--- src/rtl/alu_cmd_fifo.sv ---
// alu_cmd_fifo: small synchronous command FIFO with full/empty flags (D must be a power of two)
module alu_cmd_fifo #(
   parameter int W = 19,
   parameter int D = 4
) (
   input  logic         clk,
   input  logic         rst_n,
   input  logic         push_i,
   input  logic         pop_i,
   input  logic [W-1:0] data_i,
   output logic [W-1:0] data_o,
   output logic         full_o,
   output logic         empty_o
);
   localparam int AW = $clog2(D);

   logic [W-1:0]  mem_q [D];
   logic [AW-1:0] wr_q, wr_d, rd_q, rd_d;
   logic [AW:0]   cnt_q, cnt_d;
   logic          do_push, do_pop;

   assign full_o  = cnt_q == (AW+1)'(D);
   assign empty_o = cnt_q == '0;
   assign data_o  = mem_q[rd_q];

   always_comb begin
      do_push = push_i && !full_o;
      do_pop  = pop_i && !empty_o;
      wr_d    = do_push ? wr_q + AW'(1) : wr_q;
      rd_d    = do_pop ? rd_q + AW'(1) : rd_q;
      cnt_d   = cnt_q + (AW+1)'(do_push) - (AW+1)'(do_pop);
   end

   always_ff @(posedge clk) begin
      if (!rst_n) begin
         wr_q  <= '0;
         rd_q  <= '0;
         cnt_q <= '0;
      end else begin
         wr_q  <= wr_d;
         rd_q  <= rd_d;
         cnt_q <= cnt_d;
      end
   end

   always_ff @(posedge clk) begin
      if (do_push) mem_q[wr_q] <= data_i;
   end
endmodule

--- config.mk ---
export PLATFORM = sky130hd
export DESIGN_NAME = alu_cmd_fifo
export DESIGN_NICKNAME = d
export VERILOG_FILES = /design/src/rtl/alu_cmd_fifo.sv
export SDC_FILE = /design/constraint.sdc
export NUM_CORES = 1
export LEC_CHECK = 0
export ABC_CLOCK_PERIOD_IN_PS = 2300
export CORE_UTILIZATION = 54
export CTS_CLUSTER_SIZE = 8
export DETAILED_ROUTE_END_ITERATION = 8
export GPL_TIMING_DRIVEN = 0
export PLACE_DENSITY = 0.79
export SYNTH_ARGS = -nofsm -noshare
export SYNTH_HDL_FRONTEND = slang
export SYNTH_SLANG_ARGS = --single-unit
--- constraint.sdc ---
create_clock -name clk -period 2.3 [get_ports clk]
set_input_delay 0.23 -clock clk [delete_from_list [all_inputs] [get_ports clk]]
set_output_delay 0.23 -clock clk [all_outputs]
set_load 0.1 [all_outputs]
* After elaboration in Yosys (flattened, before gate mapping)
Memories as Yosys holds them, arrays and structs flattened. A register that Yosys moved wholly into a read port is not among the register bits.
Cells that the tools add are included.
** Operators by class
- Muxes and demuxes :: 4
- $add $sub $neg :: 4
- Eq/ne operators :: 1
- Reduce and logical (&&, ||, !) cells :: 5
** Operators by type and width (count)
- adder 2 x 1 -> 2 bit (second input constant) :: 2
- 2-to-1 mux 2 bit :: 2
- adder 3 x 1 -> 3 bit :: 1
- equality test 3 bit (second input constant) :: 1
- logical NOT 3 bit :: 1
- subtractor 3 x 1 -> 3 bit :: 1
- logical AND 1 bit :: 2
- logical NOT 1 bit :: 2
- 2-to-1 mux 1 bit :: 2
** Storage, ports and cells
- Memories kept :: 1
- Input port bits :: 23
- Logic and storage cells :: 18
- Flip-flop bits (word level) :: 7
- Output and inout port bits :: 21
- Bits in writable memories :: 76
** Memories
- mem_q :: words 4, bits a word 19, read ports 1, clocked after memory_dff 1, wr ports 1, RTL line 17 : logic [W-1:0] mem_q [D];

* Depth between registers and ports, before layout
Gate-level depths: netlist of the first run.
- Word-level depth :: 5
- Depth in mapped cells :: 11
- Gate-level depth less buffers :: 10

* Worst setup path before layout of the first run
OpenSTA, ideal clock, no wires.
- Path kind :: flip-flop to flip-flop
- Start :: reg cnt_q[1]
- End :: reg cnt_q[2]
- Clock period less this slack :: 3.238 ns
- Setup time :: 0.115 ns
- Cell stages (with the launch flop) :: 10
- Setup slack :: -0.938 ns
- Data required time :: 2.185 ns
- Buffers on the path :: 0
- Arrival :: 3.123 ns
- Path through :: dfxtp_1 -> nor3_2 -> nor2b_1 -> ha_1 -> inv_1 -> ha_1 -> fa_1 -> xnor2_1 -> xnor2_1 -> and2_1
** Between the ends
- Elaborated cells between the ends (all ways) :: 8
- Classes of those cells :: add/sub: 2; eq/ne: 1; reduce/logical: 5
** RTL lines
- from (decl) :: RTL line 19 : logic [AW:0] cnt_q, cnt_d;
- from (signal assigned) :: RTL line 42 : cnt_q <= cnt_d;
- logical NOT 3 bit :: RTL line 23 : assign empty_o = cnt_q == '0;
- via empty_o :: RTL line 13 : output logic empty_o
- logical NOT 1 bit :: RTL line 28 : do_pop = pop_i && !empty_o;
- logical AND 1 bit :: RTL line 28
- via do_pop :: RTL line 20 : logic do_push, do_pop;
- subtractor 3 x 1 -> 3 bit :: RTL line 31 : cnt_d = cnt_q + (AW+1)'(do_push) - (AW+1)'(do_pop);
The timed path passes the listed nets, and every way through them passes these cells.
A chain may end at the register's enable or synchronous reset.

==> metrics, run 1 <==
outcome=finished clean; share of cells above drive strength 1=0.245; Reg power frac=0.367; final WL=5320 um; Starting Density=0.576; TritonCTS clock tree=yes; syn_nets=180; Seq. cell area=approximately 2500 um2; RSZ-0062 raised after global routing=no; Die Wd=79.8 um; wire length per cell=19.0 um; post-route minimum period=2.23 ns; row cnt=27; Gate Count Post-Synth=150; total negative slack=0 ns; first-pass GRT wire length=8260 um; root buffer cell=clkbuf_8; worst-margin pin slew=1.01 ns; Max stage delay on crit path=approximately 0.60 ns; IO Pins=44; clock tree buffer depth=2; post-synthesis register bit count=85; antenna violations before repair=0; CTS Buf Count=9; global placer's final weighted congestion=0.668; Yosys cell types=22; main combinational cell family by area after synthesis=multiplexers; vias per cell=roughly 5.4; Final Setup Violations=0; final core occ=0.707; Peak VDD IR=approximately 1.1 mV; Fin. Hold Viols=0; I/O Buffers=42; f_max=around 0.45 GHz; CP Cell Sequence=buf_6, mux4_1, dlygate4sd2_1; setup bufs post-CTS=0; clk_lat worst skew=0.35 ns; area fraction in and, or, nand and nor cells after synthesis=0.0363; hold endpoint=wr_q[1]; mux cell area share after synthesis=0.147; skew final=0.00777 ns; slowest cell on the critical path=dlygate4sd2_1; drt pass-1 iters=5; antenna viol nets, final=0; Netlist Area Pre-Place=3270 um2; max_slew headroom=0.330; R2R Path Start=cnt_q[2]; fin. max-slew vios=0; initial drt markers=134; All-Layer GR Usage=0.190; maxcap violations=0; HPWL Detailed=3310 um; largest net degree at the start of global routing=20; Core Box Area=5680 um2; Filler Cell Count=~340; YS warnings=0; clock sink count=85; Setup crit start kind=register; Synth Area in XOR/XNOR=0.00536; CP max FO=10; vias in the first global route=1664; crit end category=output port; P_sw=2120 uW; Power Total=between 5000 and 6000 uW; final period utilization=0.971; clk slew on worst S/H paths=0.08 ns; P_int=between 3000 and 4000 uW; Min-Delay Path Depth=3; Clock power frac=0.251; Seq/Total Area, Yosys=0.753; GRT overflow=0; pre-CTS setup slack=-0.167 ns; syn avg cell area=21.8 um2; Reg2Reg Setup Slack=0.15 ns; critical path type=reg2out; Post-Synth Adder-Cell Area=0.0291; die area=6370 um2; worst endpoint data arrival time=2.00 ns; n_diodes=0; Synth Area in Compound Gates=0.00689; Comb power frac=0.382; CP Buf/Inv Count=2; Min-Delay Path Class=in2reg; critical path required time=around 2.1 ns; CP top delay family=buffers and inverters; R2R cell count=11; via count=1519; CTS H-Tree Depth=3; Sw Ratio=0.396; fin worst setup slack=0.0671 ns; Critical R2R Capture=cnt_q[2]; P&R area growth vs syn=22.6%; Multi-input gate area=753 um2; pwr/cell area=1330 nW/um2; Remaining DRCs=0; Die Y=79.8 um; leakage=between 0.001 and 0.0015 uW; nets@finish=between 200 and 250; hold_sp=rst_n
state kept, by name (all words and copies together), names as in the netlist, named ones only:
register and cells:
cnt_q 3, rd_q 2, wr_q 2, mem_q 76
power by group through the flow:
stage	Clock [uW]	Sequential [uW]	Combinational, uW
detailed placement	0	2000	2170
CTS	1350	1960	2100
finish	1340	1960	2040
floorplan	0	1970	1720
global placement	0	1970	2130
global route	1400	1980	2130
layout by cell type, fill, tap and decap left out, types with 2 or more instances in the layout:
cell type / instances
mux4_1: 9
dlygate4sd2_1: 7
dfxtp_1: 6
mux2i_1: 2
ha_1: 5
nor2b_1: 2
bufinv_16: 4
xnor2_1: 2
clkdlybuf4s50_1: 21
inv_1: 6
and2_1: 7
clkbuf_2: 3
clkbuf_8: 9
nand2_1: 6
dfxtp_2: 3
buf_2: 10
edfxtp_1: 76
clkdlybuf4s15_2: 4
mux4_2: 10
o21ai_0: 3
routing by layer:
layer | share of wire | vias up | wire length (um) | global-route usage
met1 | 0.37 | 767 | 1960 | 0.204
met4 | 0.017 | 0 | 89 | 0.111
met3 | 0.045 | 7 | 238 | 0.0491
li1 | - | 707 | - | -
met5 | 0 | - | 0 | 0
met2 | 0.57 | 38 | 3040 | 0.336
how the worst max path moves through the flow:
stage / from / endpoint / slack, ns / depth (start not counted)
floorplan: cnt_q[2] / cnt_q[2] / -0.39 / 9
global placement: register / data_o[6] / -0.14 / 4
detailed placement: register / data_o[6] / -0.17 / 4
CTS: register / data_o[8] / 0.004 / 4
global route: register / data_o[3] / 0.0006 / 4
finish: register / data_o[0] / 0.07 / 3
synthesized netlist by cell type:
library cell,n,area (um2)
or3_1,1,6.26
buf_12,1,20.0
nand2_1,6,22.5
buf_2,3,15.0
inv_1,6,22.5
clkbuf_1,1,3.75
nor3b_2,1,12.5
nand4bb_1,1,11.3
nor2b_1,2,12.5
a21boi_1,1,7.51
xnor2_1,2,17.5
and2_1,7,43.8
mux4_1,9,236
edfxtp_1,76,2280
buf_6,1,11.3
mux2i_1,2,20.0
mux4_2,10,225
nor3_2,1,10.0
dfxtp_1,9,180
fa_1,1,20.0
ha_1,6,75.1
o21ai_0,3,15.0
stage by stage:
| stage | instance area [um2] | std cells | hold WS, ns |
|---|---|---|---|
| after floorplan | 3290 | 150 | 0.329 |
| final | 4010 | 280 | 0.284 |
| after detailed placement | 3800 | 264 | 0.492 |
| after CTS | 4060 | 280 | 0.289 |
| after global routing | 4010 | 280 | 0.342 |
| after global placement | 3800 | 264 | 0.468 |
final cells by class:
class	count	share of cell area
Multi-Input combinational cell	53	0.188
Sequential cell	85	0.615
Timing Repair Buffer	42	0.0914
Clock inverter	7	0.0343
Buffer	6	0.0125
Tap cell	72	0.0225
Inverter	6	0.00562
Clock buffer	9	0.0309
timing repair:
item / CTS / global route
resized for setup: 43 / 21
setup endpoints to repair: 21 / 11
hold buffers: 0 / 0
gates cloned: 0 / 0
worst reg2reg max path, delay by kind of cell, from the launching register on:
family	cells	cell delay, ns
buffers and inverters	3	0.27
AND/OR/NAND/NOR	3	0.40
adder cells (fa/ha/maj)	3	0.76
XOR/XNOR	2	0.26
flip-flops	1	0.35
kinds of logic after synthesis:
| family | Yosys count |
|---|---|
| flip-flops | 85 |
| multiplexers | 21 |
| AND/OR/NAND/NOR | 19 |
| buffers and inverters | 12 |
| adder cells (fa/ha/maj) | 7 |
| AO/OA/AOI/OAI | 4 |
| XOR/XNOR | 2 |
Note: power is estimated with default switching activity, not from simulation.
==> run 2: changes to the inputs <==
--- a/config.mk
+++ b/config.mk
@@ -7,7 +7,7 @@
 export LEC_CHECK = 0
 export ABC_CLOCK_PERIOD_IN_PS = 2300
 export CORE_UTILIZATION = 54
-export CTS_CLUSTER_SIZE = 8
+export CTS_CLUSTER_SIZE = 20
 export DETAILED_ROUTE_END_ITERATION = 8
 export GPL_TIMING_DRIVEN = 0
 export PLACE_DENSITY = 0.79
==> results of run 2 <==
The final DEF is identical to that of run 1; final timing and power are the same.
==> run 3: changes to the inputs <==
--- a/config.mk
+++ b/config.mk
@@ -5,12 +5,14 @@
 export SDC_FILE = /design/constraint.sdc
 export NUM_CORES = 1
 export LEC_CHECK = 0
+export ABC_AREA = 1
 export ABC_CLOCK_PERIOD_IN_PS = 2300
 export CORE_UTILIZATION = 54
 export CTS_CLUSTER_SIZE = 20
 export DETAILED_ROUTE_END_ITERATION = 8
 export GPL_TIMING_DRIVEN = 0
-export PLACE_DENSITY = 0.79
+export PLACE_DENSITY = 0.78
+export SKIP_CTS_REPAIR_TIMING = 1
 export SYNTH_ARGS = -nofsm -noshare
 export SYNTH_HDL_FRONTEND = slang
 export SYNTH_SLANG_ARGS = --single-unit
==> constraint.sdc (replaced) <==
create_clock -name clk -period 2.3 [get_ports clk]
set_input_delay 0.46 -clock clk [delete_from_list [all_inputs] [get_ports clk]]
set_output_delay 0.46 -clock clk [all_outputs]
set_load 0.1 [all_outputs]
==> run 3 against run 2 <==
Against the previous run:
- first-iteration DRC count rose by 69%
- design area rose by 3.3%
- via count rose by 42%
- critical path depth rose by 2
- clock power fell by 36%
- global-route usage rose by 3.1 points
- core utilization fell by 1.1 points
- maximum frequency fell by 0.59%
- sequential power barely moved
- clock skew fell by 0.0021 ns
- sequential share of layout area fell by 2.1 points
- total power barely moved
- largest cell class unchanged
- largest power group unchanged
==> metrics, run 3 <==
outcome=finished clean; CP Cell Sequence=inv_2, buf_2, o21ai_0, o22ai_2, clkbuf_4; Gate Count Post-Synth=roughly 250; vias in the first global route=between 2000 and 2500; mux cell area share after synthesis=0; initial drt markers=227; Post-synth EDFFs=76; post-synthesis register bit count=85; All-Layer GR Usage=0.221; final instance area=between 4000 and 5000 um2; skew final=approximately 0.0057 ns; Synth area leader=edfxtp_1; Core Box Area=5960 um2; critical path required time=approximately 1.8 ns; Remaining DRCs=0; CP max FO=10; post-route minimum period=around 2.2 ns; Netlist Area Pre-Place=around 3300 um2; n_diodes=0; maxcap violations=0; crit end category=output port; fin. max-slew vios=0; main combinational cell family by area after synthesis=compound AO/OA/AOI/OAI gates; list of most frequent post-synthesis cells=edfxtp_1 (76), nor2_1 (47), o21ai_0 (36); f_max=0.445 GHz; leakage=0.00151 uW; vias per cell=5.54; row cnt=28; Die Y=80.6 um; CTS H-Tree Depth=3; global placer's final weighted congestion=roughly 0.75; Final Non-Filler Cells=390; most frequent cells in the layout=edfxtp_1 (76), nor2_1 (43), o21ai_0 (36); Synth Area in Compound Gates=0.102; top-count cell post-synth=edfxtp_1; largest net degree at the start of global routing=16; IO Pins=44; share of cells above drive strength 1=0.251; Starting Density=0.561; Power Total=5350 uW; Placed Cells=374; TritonCTS clock tree=yes; ys async rst share=0; worst endpoint data arrival time=approximately 1.8 ns; P&R area growth vs syn=24.1%; Reg with most FFs=mem_q; Min-Delay Path Class=reg2reg; via count=2161; syn avg cell area=13.2 um2; slowest cell on the critical path=clkbuf_4; area fraction in and, or, nand and nor cells after synthesis=0.0802; max_slew headroom=0.602; Yosys top cell area share=0.684; Die Wd=80.6 um; nets@finish=340; clock tree buffer depth=2; Synth area leaders=edfxtp_1 (68%), dfxtp_1 (5.4%), o21ai_0 (5.4%); final period utilization=0.977; I/O Buffers=43; worst-margin pin slew=0.596 ns; final core occ=0.696; drt pass-1 iters=4; Seq/Total Area, Yosys=0.738; pwr/cell area=1290 nW/um2; Fin. Hold Viols=0; die area=6500 um2; RSZ-0062 raised after global routing=yes; Final Setup Violations=0; Synth Area in XOR/XNOR=0; Setup crit start kind=register; Peak VDD IR=around 1.2 mV; max FFs per register=76; Max stage delay on crit path=0.36 ns; antenna violations before repair=0; antenna viol nets, final=0; Filler Cell Count=417; first-pass GRT wire length=10100 um; biggest regs=mem_q x76, cnt_q x3; most common cell after layout, fill and taps aside=edfxtp_1; Post-Synth Adder-Cell Area=0.0285; critical path type=reg2out; GRT overflow=0; clk_lat worst skew=0.34 ns; syn_nets=282; clk slew on worst S/H paths=0.08 ns; root buffer cell=clkbuf_8; CTS Buf Count=9; YS warnings=0; HPWL Detailed=4280 um; ys flop type=edfxtp_1; final WL=6510 um; Placed Instance Area=about 4100 um2; clock sink count=85; wire length per cell=~17 um; Yosys cell types=20
-- run 3: per-stage QoR --
stage | setup TNS, ns | setup WS, ns | hold WS [ns]
2_1_floorplan | 0 | 0.0632 | 0.448
3_3_place_gp | -53.56 | -0.705 | 0.465
3_5_place_dp | -5.95 | -0.429 | 0.491
4_1_cts | -13.84 | -0.864 | 0.545
5_1_grt | -0.0310 | -0.0310 | 0.563
6_report | 0 | 0.0540 | 0.544
-- run 3: final timing paths --
path / startpoint / to / slack, ns / cells after the start
max: register / data_o[3] / 0.05 / 5
min: wr_q[1] / wr_q[1] / 0.54 / 2
max reg2reg: cnt_q[1] / cnt_q[2] / 0.29 / 9
min reg2reg: wr_q[1] / wr_q[1] / 0.54 / 2
-- run 3: layout make-up --
class	instances	area, um2	area share
flip-flops and latches	85	2460	0.594
multi-input cells	137	833	0.201
repair buffers	47	420	0.101
clock buffers	9	124	0.0299
plain buffers	11	101	0.0245
well taps	75	93.8	0.0227
inverters	19	75.1	0.0181
clock inverters	7	32.5	0.00785
-- run 3: critical path: cells and delay by family, from the launching register on --
family	cells	cell delay (ns)
AOI/OAI and AO/OA	2	0.33
buffers and inverters	3	0.78
DFF	1	0.32
-- run 3: cell families after synthesis --
kind of cell,count (synthesis)
fa+ha+maj,7
simple gates,68
flops,85
compound gates,62
buf+inv,30
-- run 3: power by group --
| part | internal, uW | switching (uW) |
|---|---|---|
| clock | 373 | 484 |
| combinational | 557 | 1980 |
| sequential | 1890 | 65.6 |
-- run 3: layer usage --
layer / vias to the layer above / wire [um] / GRT usage
li1: 1017 / - / -
met4: 0 / 113 / 0.104
met5: - / 0 / 0
met3: 13 / 294 / 0.0443
met1: 1061 / 2820 / 0.278
met2: 70 / 3280 / 0.364
